[config.mk]
export PLATFORM = sky130hd
export DESIGN_NAME = dsp_mac_slice_p
export DESIGN_NICKNAME = d
export VERILOG_FILES = /design/src/rtl/dsp_mac_slice_p.sv
export SDC_FILE = /design/constraint.sdc
export NUM_CORES = 2
export LEC_CHECK = 0
export CAP_MARGIN = 10
export CORE_AREA = 2 2 248 226
export CTS_CLUSTER_SIZE = 28
export DETAILED_ROUTE_END_ITERATION = 8
export DIE_AREA = 0 0 250 228
export MAX_ROUTING_LAYER = met4
export PLACE_DENSITY = 0.83
export SLEW_MARGIN = 20
export SYNTH_ARGS = -nofsm -noshare
export SYNTH_HDL_FRONTEND = slang
export SYNTH_SLANG_ARGS = --single-unit
[constraint.sdc]
create_clock -name clk -period 12.15 [get_ports clk]
set_clock_uncertainty 0.2 [all_clocks]
set_input_delay 2.43 -clock clk [delete_from_list [all_inputs] [get_ports clk]]
set_output_delay 2.43 -clock clk [all_outputs]
set_load 0.02 [all_outputs]
[src/rtl/dsp_mac_slice_p.sv]
// Parametrised pre-add / multiply / post-add MAC slice with valid tracking.
// Three register stages (operands, optional M, P); PCOUT chains into the next slice's PCIN.
module dsp_mac_slice_p #(
  parameter int AW   = 18,
  parameter int BW   = 18,
  parameter int PW   = 48,
  parameter int MREG = 1
) (
  input  logic             clk,
  input  logic             rst_n,
  input  logic             ce,
  input  logic             clr,
  input  logic             in_valid,
  input  logic [AW-1:0]    a,
  input  logic [BW-1:0]    b,
  input  logic [BW-1:0]    d,
  input  logic [PW-1:0]    c,
  input  logic [PW-1:0]    pcin,
  input  logic             carryin,
  input  logic [5:0]       opmode,
  output logic [AW+BW-1:0] m,
  output logic [PW-1:0]    p,
  output logic [PW-1:0]    pcout,
  output logic [BW-1:0]    bcout,
  output logic             carryout,
  output logic             out_valid
);

  localparam int MW = AW + BW;

  logic [AW-1:0] a1;
  logic [BW-1:0] b1, d1;
  logic [PW-1:0] c1, pcin1;
  logic          cin1, v1;
  logic [5:0]    op1;

  always_ff @(posedge clk or negedge rst_n) begin
    if (!rst_n) begin
      a1    <= '0;
      b1    <= '0;
      d1    <= '0;
      c1    <= '0;
      pcin1 <= '0;
      cin1  <= 1'b0;
      op1   <= '0;
      v1    <= 1'b0;
    end else if (ce) begin
      a1    <= a;
      b1    <= b;
      d1    <= d;
      c1    <= c;
      pcin1 <= pcin;
      cin1  <= carryin;
      op1   <= opmode;
      v1    <= in_valid;
    end
  end

  logic [BW-1:0] x;
  logic [MW-1:0] m_comb;

  always_comb begin
    x = b1;
    if (op1[0]) x = op1[1] ? (d1 - b1) : (d1 + b1);
  end

  // Both factors widened to MW so the truncated product is the exact signed result.
  assign m_comb = $signed({{AW{x[BW-1]}}, x}) * $signed({{BW{a1[AW-1]}}, a1});

  logic [MW-1:0] m_s;
  logic [PW-1:0] c_s, pcin_s;
  logic          cin_s, v_s;
  logic [5:2]    op_s;

  generate
    if (MREG != 0) begin : g_mreg
      logic [MW-1:0] m2;
      logic [PW-1:0] c2, pcin2;
      logic          cin2, v2;
      logic [5:2]    op2;

      always_ff @(posedge clk or negedge rst_n) begin
        if (!rst_n) begin
          m2    <= '0;
          c2    <= '0;
          pcin2 <= '0;
          cin2  <= 1'b0;
          op2   <= '0;
          v2    <= 1'b0;
        end else if (ce) begin
          m2    <= m_comb;
          c2    <= c1;
          pcin2 <= pcin1;
          cin2  <= cin1;
          op2   <= op1[5:2];
          v2    <= v1;
        end
      end

      assign m_s    = m2;
      assign c_s    = c2;
      assign pcin_s = pcin2;
      assign cin_s  = cin2;
      assign op_s   = op2;
      assign v_s    = v2;
    end else begin : g_mcomb
      assign m_s    = m_comb;
      assign c_s    = c1;
      assign pcin_s = pcin1;
      assign cin_s  = cin1;
      assign op_s   = op1[5:2];
      assign v_s    = v1;
    end
  endgenerate

  logic [PW-1:0] mext, z;
  logic [PW:0]   addend, sum;
  logic          cin_v;

  always_comb begin
    mext   = PW'($signed(m_s));
    cin_v  = cin_s & op_s[5];
    case (op_s[3:2])
      2'b00:   z = '0;
      2'b01:   z = c_s;
      2'b10:   z = pcin_s;
      default: z = p;
    endcase
    // PW+1-bit unsigned arithmetic so bit PW carries the carry or borrow.
    addend = {1'b0, mext} + {{PW{1'b0}}, cin_v};
    sum    = op_s[4] ? ({1'b0, z} - addend) : ({1'b0, z} + addend);
  end

  // P only moves on valid data so bubbles leave an accumulation untouched.
  always_ff @(posedge clk or negedge rst_n) begin
    if (!rst_n) begin
      p         <= '0;
      carryout  <= 1'b0;
      out_valid <= 1'b0;
    end else if (ce) begin
      if (clr) begin
        p         <= '0;
        carryout  <= 1'b0;
        out_valid <= 1'b0;
      end else begin
        out_valid <= v_s;
        if (v_s) {carryout, p} <= sum;
      end
    end
  end

  assign m     = m_s;
  assign pcout = p;
  assign bcout = b1;

endmodule

Word-level counts from Yosys, hierarchy flattened
Cells that the tools add are included.
{"block": "totals", "ff_bits": 346, "latch_bits": 0, "ram_bits": 0, "rom_bits": 0, "in_bits": 162, "out_inout_bits": 152, "word_cells": 38, "mem_count": 0}
{"block": "op_classes", "addsub": 5, "n_mul": 1, "div_mod_pow": 0, "magnitude_cmp": 0, "n_eq_ne": 2, "n_shift": 0, "mux": 9, "bitwise": 1, "n_reduce_logical": 3}
{"op": "one-hot mux 48 bit (3 select lines)", "count": 1}
{"op": "2-to-1 mux 48 bit", "count": 2}
{"op": "adder 48 x 1 -> 49 bit", "count": 1}
{"op": "adder 48 x 49 -> 49 bit", "count": 1}
{"op": "2-to-1 mux 49 bit", "count": 1}
{"op": "subtractor 48 x 49 -> 49 bit", "count": 1}
{"op": "multiplier 18 x 18 -> 36 bit", "count": 1}
{"op": "2-to-1 mux 18 bit", "count": 2}
{"op": "adder 18 bit", "count": 1}
{"op": "subtractor 18 bit", "count": 1}
{"op": "2-to-1 mux 1 bit", "count": 3}
{"op": "== test 2 x 1 -> 1 bit (second input constant)", "count": 1}
{"op": "== test 2 bit (second input constant)", "count": 1}
{"op": "logical NOT 2 bit", "count": 1}
{"op": "AND reduction 2 bit", "count": 1}
{"op": "nonzero test 2 bit", "count": 1}
{"op": "AND 1 bit", "count": 1}

Depth between registers and ports, before layout
{"block": "depth", "ltp_word": 6, "mapped_depth": 43, "mapped_depth_nobuf": 42}

Worst setup path before layout
Ideal clock, no wire load.
{"block": "synth_timing", "kind": "flip-flop to flip-flop", "from": "reg b1[5], in the netlist bcout[5]", "to": "reg g_mreg.m2[34], in the netlist m[34]", "t_arrival_ns": 9.692, "path_slack_ns": 2.133, "path_stages_with_launch": 36, "cell_sequence": "dfrtp_1 -> or3_1 -> nor4_1 -> nor2_1 -> xnor2_1 -> ha_1 -> and4_1 -> and3_1 -> a2111oi_0 -> o21ai_0 -> a31oi_1 -> xnor2_1 -> nand2_1 -> xnor2_1 -> clkbuf_1 -> nand2_1 -> fa_1 -> inv_1 -> fa_1 -> inv_1 -> fa_1 -> fa_1 -> inv_1 -> fa_1 -> inv_1 -> fa_1 -> inv_1 -> ha_1 -> a211o_1 -> o311ai_0 -> a31oi_1 -> o41ai_1 -> nor3_1 -> a2111oi_2 -> xnor2_1 -> mux2_2"}
{"block": "synth_between", "elab_chain_cells": 4, "word_cells_on_any_way": 5}
{"item": "start: declaration", "line_no": "32", "text": "logic [BW-1:0] b1, d1;"}
{"item": "start signal: assignment", "line_no": "40", "text": "b1 <= '0;"}
{"item": "start signal: assignment", "line_no": "49", "text": "b1 <= b;"}
{"item": "adder 18 bit or subtractor 18 bit (tied branches)", "line_no": "64", "text": "if (op1[0]) x = op1[1] ? (d1 - b1) : (d1 + b1);"}
{"item": "2-to-1 mux 18 bit", "line_no": "64"}
{"item": "2-to-1 mux 18 bit (*)", "line_no": "64"}
{"item": "multiplier 18 x 18 -> 36 bit (*)", "line_no": "68", "text": "assign m_comb = $signed({{AW{x[BW-1]}}, x}) * $signed({{BW{a1[AW-1]}}, a1});"}
{"item": "end signal: assignment", "line_no": "91", "text": "m2 <= m_comb;"}
{"item": "end: declaration", "line_no": "77", "text": "logic [MW-1:0] m2;"}
Mark *: on every way between the ends. The rest lies on a longest branch, timed or not.
A chain may end at the register's enable or synchronous reset.

Final worst setup path
{"block": "layout_timing", "from": "reg b1[0], in the netlist bcout[0]", "to": "reg g_mreg.m2[34], in the netlist m[34]"}
Same word-level chain as after synthesis.

==> reports/results.txt <==
For the number of instances in the placed design, the log shows 4065. The logs give 346 for the count of clock tree sinks and 4043 for the net count of the finished layout. The count of final hold-check violations is 0, and the async set-reset flop share out of synthesis is 100%.

The number of violations reported at the end of detailed-routing iteration 0 is 1438. Global routing used 29.2% of the available tracks across all layers. Dominant synthesized flop cell: sky130_fd_sc_hd__dfrtp_1.

The total of max-cap violations was 0; the number of synthesis warnings was 0. After clock tree synthesis, the clock-pin slew on the worst setup and hold paths is 0.07 ns. Of all nets on the critical path, the largest fanout is 11. Most common cell in the synthesized netlist: sky130_fd_sc_hd__inv_1. The largest total area in the synthesized netlist belongs to sky130_fd_sc_hd__dfrtp_1. Of the available clock period, the critical path in the final layout requires 89.6%. Setup repair after global routing left no endpoint under its margin. Once the clock tree was built, the resizer swapped 0 gates to a different size. The count of vias placed by the detailed router is 23700, and the sequential-to-total area share from yosys stat is 26.8%.

The largest single stage delay on the critical path is 0.68 ns. The HPWL after detailed placement is 60600 microns. The via-per-instance ratio was 5.72; the starting density of the core was 59.0%. After floorplanning, the core was divided into 82 placement rows. From synthesis to final layout, the design area changed by 13.9%. The number of setup buffers added after CTS is 0. Counting stages on the worst path, the most repeated cell is sky130_fd_sc_hd__fa_1. After synthesis the cells add up to 32300 sq um.

STA classifies the critical path startpoint as a flop. The first-pass iteration count of the detailed router is 5, and the number of I/O pins is 314. The insertion delay of the later-clocked pin in the worst-skew pair was 0.58 ns; the number of standard cells in the layout, taps in and fillers out was 4135. The worst pin sits at a relative slew slack of 25.3%. The buffer cell driving the clock tree root was sky130_fd_sc_hd__clkbuf_16.

The area of the placeable core came out at 54800 sq um. The worst setup path category is flop to flop. The slew at the pin with the worst max-slew slack is 1.12 ns, and the width of the die is 250 microns. By area the synthesized netlist is led by sky130_fd_sc_hd__dfrtp_1, sky130_fd_sc_hd__fa_1, sky130_fd_sc_hd__mux2_2, sky130_fd_sc_hd__ha_1, sky130_fd_sc_hd__inv_1.

Global routing consumed, on the met1 layer, 37.5% of the routing resources. At the end of routability-driven placement, the weighted congestion stood at 0.934. The number of antenna violations at the first check in global routing is 1, and the final total negative setup slack is 0 ns. The die covers 57000 sq um. The number of global-route vias before repair came out at 24600.

The total clock buffers created by CTS was 38. In the global route stage, met3 resource usage came out at 4.55%. TritonCTS built the clock tree.

Ranked by instance count, the synthesized netlist is headed by sky130_fd_sc_hd__inv_1, sky130_fd_sc_hd__dfrtp_1, sky130_fd_sc_hd__mux2_2. Dividing the detail-routed wire length by the instance count gives 19.0 microns. After detailed routing, the number of remaining DRC violations is 0. The count of unique library cells instantiated by Yosys was 84; the total congestion overflow after global routing was 0. The total wire length came out at 78700 microns. The layout cell share with drive strength beyond 1 works out to 13.3%. The most utilized layer in the global route result is met2. For the maximum level of the CTS H-tree, the log shows 2. The run gives 48.9% as the global-route met2 utilization.

Entering global routing, the biggest net connects 176 pins. For the number of hold buffers added after cts, the log shows 0. The quantity of I/O buffers inserted on ports is 313.

The path class of the tightest hold or removal check is flop to flop. In this run the remaining antenna-violating nets after routing total 0. The number of slew-limit violations in the final report came out at 0. The final count of negative-setup-slack endpoints came out at 0.

The worst setup path is captured at a flop. The die extent in y is 228 microns. The number of nets in the synthesized netlist was 3883; the first-pass GRT wire length was 131000 microns.

The fmax is 91.8 MHz, and the flop and latch count out of synthesis is 346. The flow ran to the end, and the final reports show no timing, DRC or antenna violations. After routing the design area is 36800 sq um. The smallest clock period supported by the final layout is computed as 10.89 ns. The share of the synthesized area in the top cell type was 26.8%.

The required arrival time at the worst endpoint is 12.41 ns. Yosys mapped a number of flops with a built-in enable equal to 0. In this run the mean area of a mapped cell was 10.0 sq um.

The largest individual stage delay along the critical path comes from the cell sky130_fd_sc_hd__fa_1. The cell count after synthesis is 3231. The tools report the post-place instance area as 35500 sq um. For the worst setup path, the data arrival time is 11.15 ns. The buffer depth of the longest clock path came out at 3.
[flip-flops by register name, summed over array words and instances, names as in the netlist]
signal / cells
c_s: 48
op1: 6
pcin1: 48
carryout: 1
bcout: 18
g_mreg.op2: 4
d1: 18
out_valid: 1
c1: 48
cin1: 1
p: 48
g_mreg.v2: 1
a1: 18
cin_s: 1
g_mreg.pcin2: 48
v1: 1
m: 36
[critical path, delay by kind of cell, from the launching register on]
family	cells	cell delay [ns]
xor+xnor	4	1.00
mux	1	0.26
fa+ha+maj	9	4.14
compound gates	8	2.65
simple gates	8	1.72
flops	1	0.42
buf+inv	4	0.40
[metrics by stage]
step | hold slack, ns | util, % | setup WS (ns)
finish | 0.281 | 67.2 | 1.26
CTS | 0.283 | 67.2 | 1.24
detailed placement | 0.283 | 64.8 | 1.27
global route | 0.308 | 67.2 | 0.339
global placement | 0.269 | 64.8 | 1.46
floorplan | 0.249 | - | 2.13
[layout by cell type (no fill, tap or decap), drive strengths merged, types with 6 or more instances in the layout]
| master | n |
|---|---|
| and2 | 155 |
| nor2 | 114 |
| clkinv | 8 |
| xor2 | 64 |
| inv | 409 |
| a31oi | 20 |
| clkdlybuf4s50 | 311 |
| a2111oi | 7 |
| ha | 164 |
| nor3 | 32 |
| nor4 | 16 |
| a21oi | 116 |
| and3 | 21 |
| a22o | 55 |
| o211ai | 7 |
| clkbuf | 52 |
| o31a | 7 |
| o31ai | 9 |
| nand4 | 18 |
| nand3 | 46 |
| xnor2 | 121 |
| o22ai | 8 |
| a21o | 39 |
| mux2 | 342 |
| o221ai | 6 |
| a211oi | 10 |
| o21a | 13 |
| dfrtp | 346 |
| nor2b | 22 |
| o21ai | 115 |
| and4 | 7 |
| nand2 | 297 |
| buf | 17 |
| or2 | 7 |
| mux2i | 9 |
| o21bai | 19 |
| fa | 326 |
| nand2b | 18 |
[cell type report]
class / instances / area (sq um)
multi-input combinational: 2272 / 21200
fill: 4219 / 18000
sequential: 346 / 8660
timing repair buffer: 328 / 3270
inverter: 405 / 1520
clock buffer: 52 / 1070
tap: 714 / 893
clock inverter: 17 / 220
antenna: 1 / 2.50
[final timing paths]
kind,start,end,slack [ns],depth (start not counted)
worst max-delay path,bcout[0]$_DFFE_PN0P_,m[34]$_DFFE_PN0P_,1.26,34
worst min-delay path,op1[4]$_DFFE_PN0P_,g_mreg.op2[4]$_DFFE_PN0P_,0.28,2
worst max register to register,bcout[0]$_DFFE_PN0P_,m[34]$_DFFE_PN0P_,1.26,34
worst min register to register,op1[4]$_DFFE_PN0P_,g_mreg.op2[4]$_DFFE_PN0P_,0.28,2
max in group asynchronous,rst_n,g_mreg.op2[2]$_DFFE_PN0P_,8.52,2
min in group asynchronous,rst_n,pcin1[11]$_DFFE_PN0P_,1.70,1
[metal layers]
layer  vias to the layer above  share of wire [%]
met1                     11800                 42
met4                         0                2.1
li1                      11000                  -
met3                       125                6.4
met2                       788                 49
met5                         -                  0
[cells by family after synthesis]
logic type	count (synthesis)	synth area share, %
muxes	351	12.2
xor gates and xnor gates	185	5.01
adders and majority gates	490	26.5
and+or+nand+nor	771	11.9
DFF	346	26.8
AOI/OAI and AO/OA	475	9.83
buffers and inverters	613	7.75
Power is not shown: default switching activity piles up to over one toggle a cycle in this logic, so the estimate is an artifact.
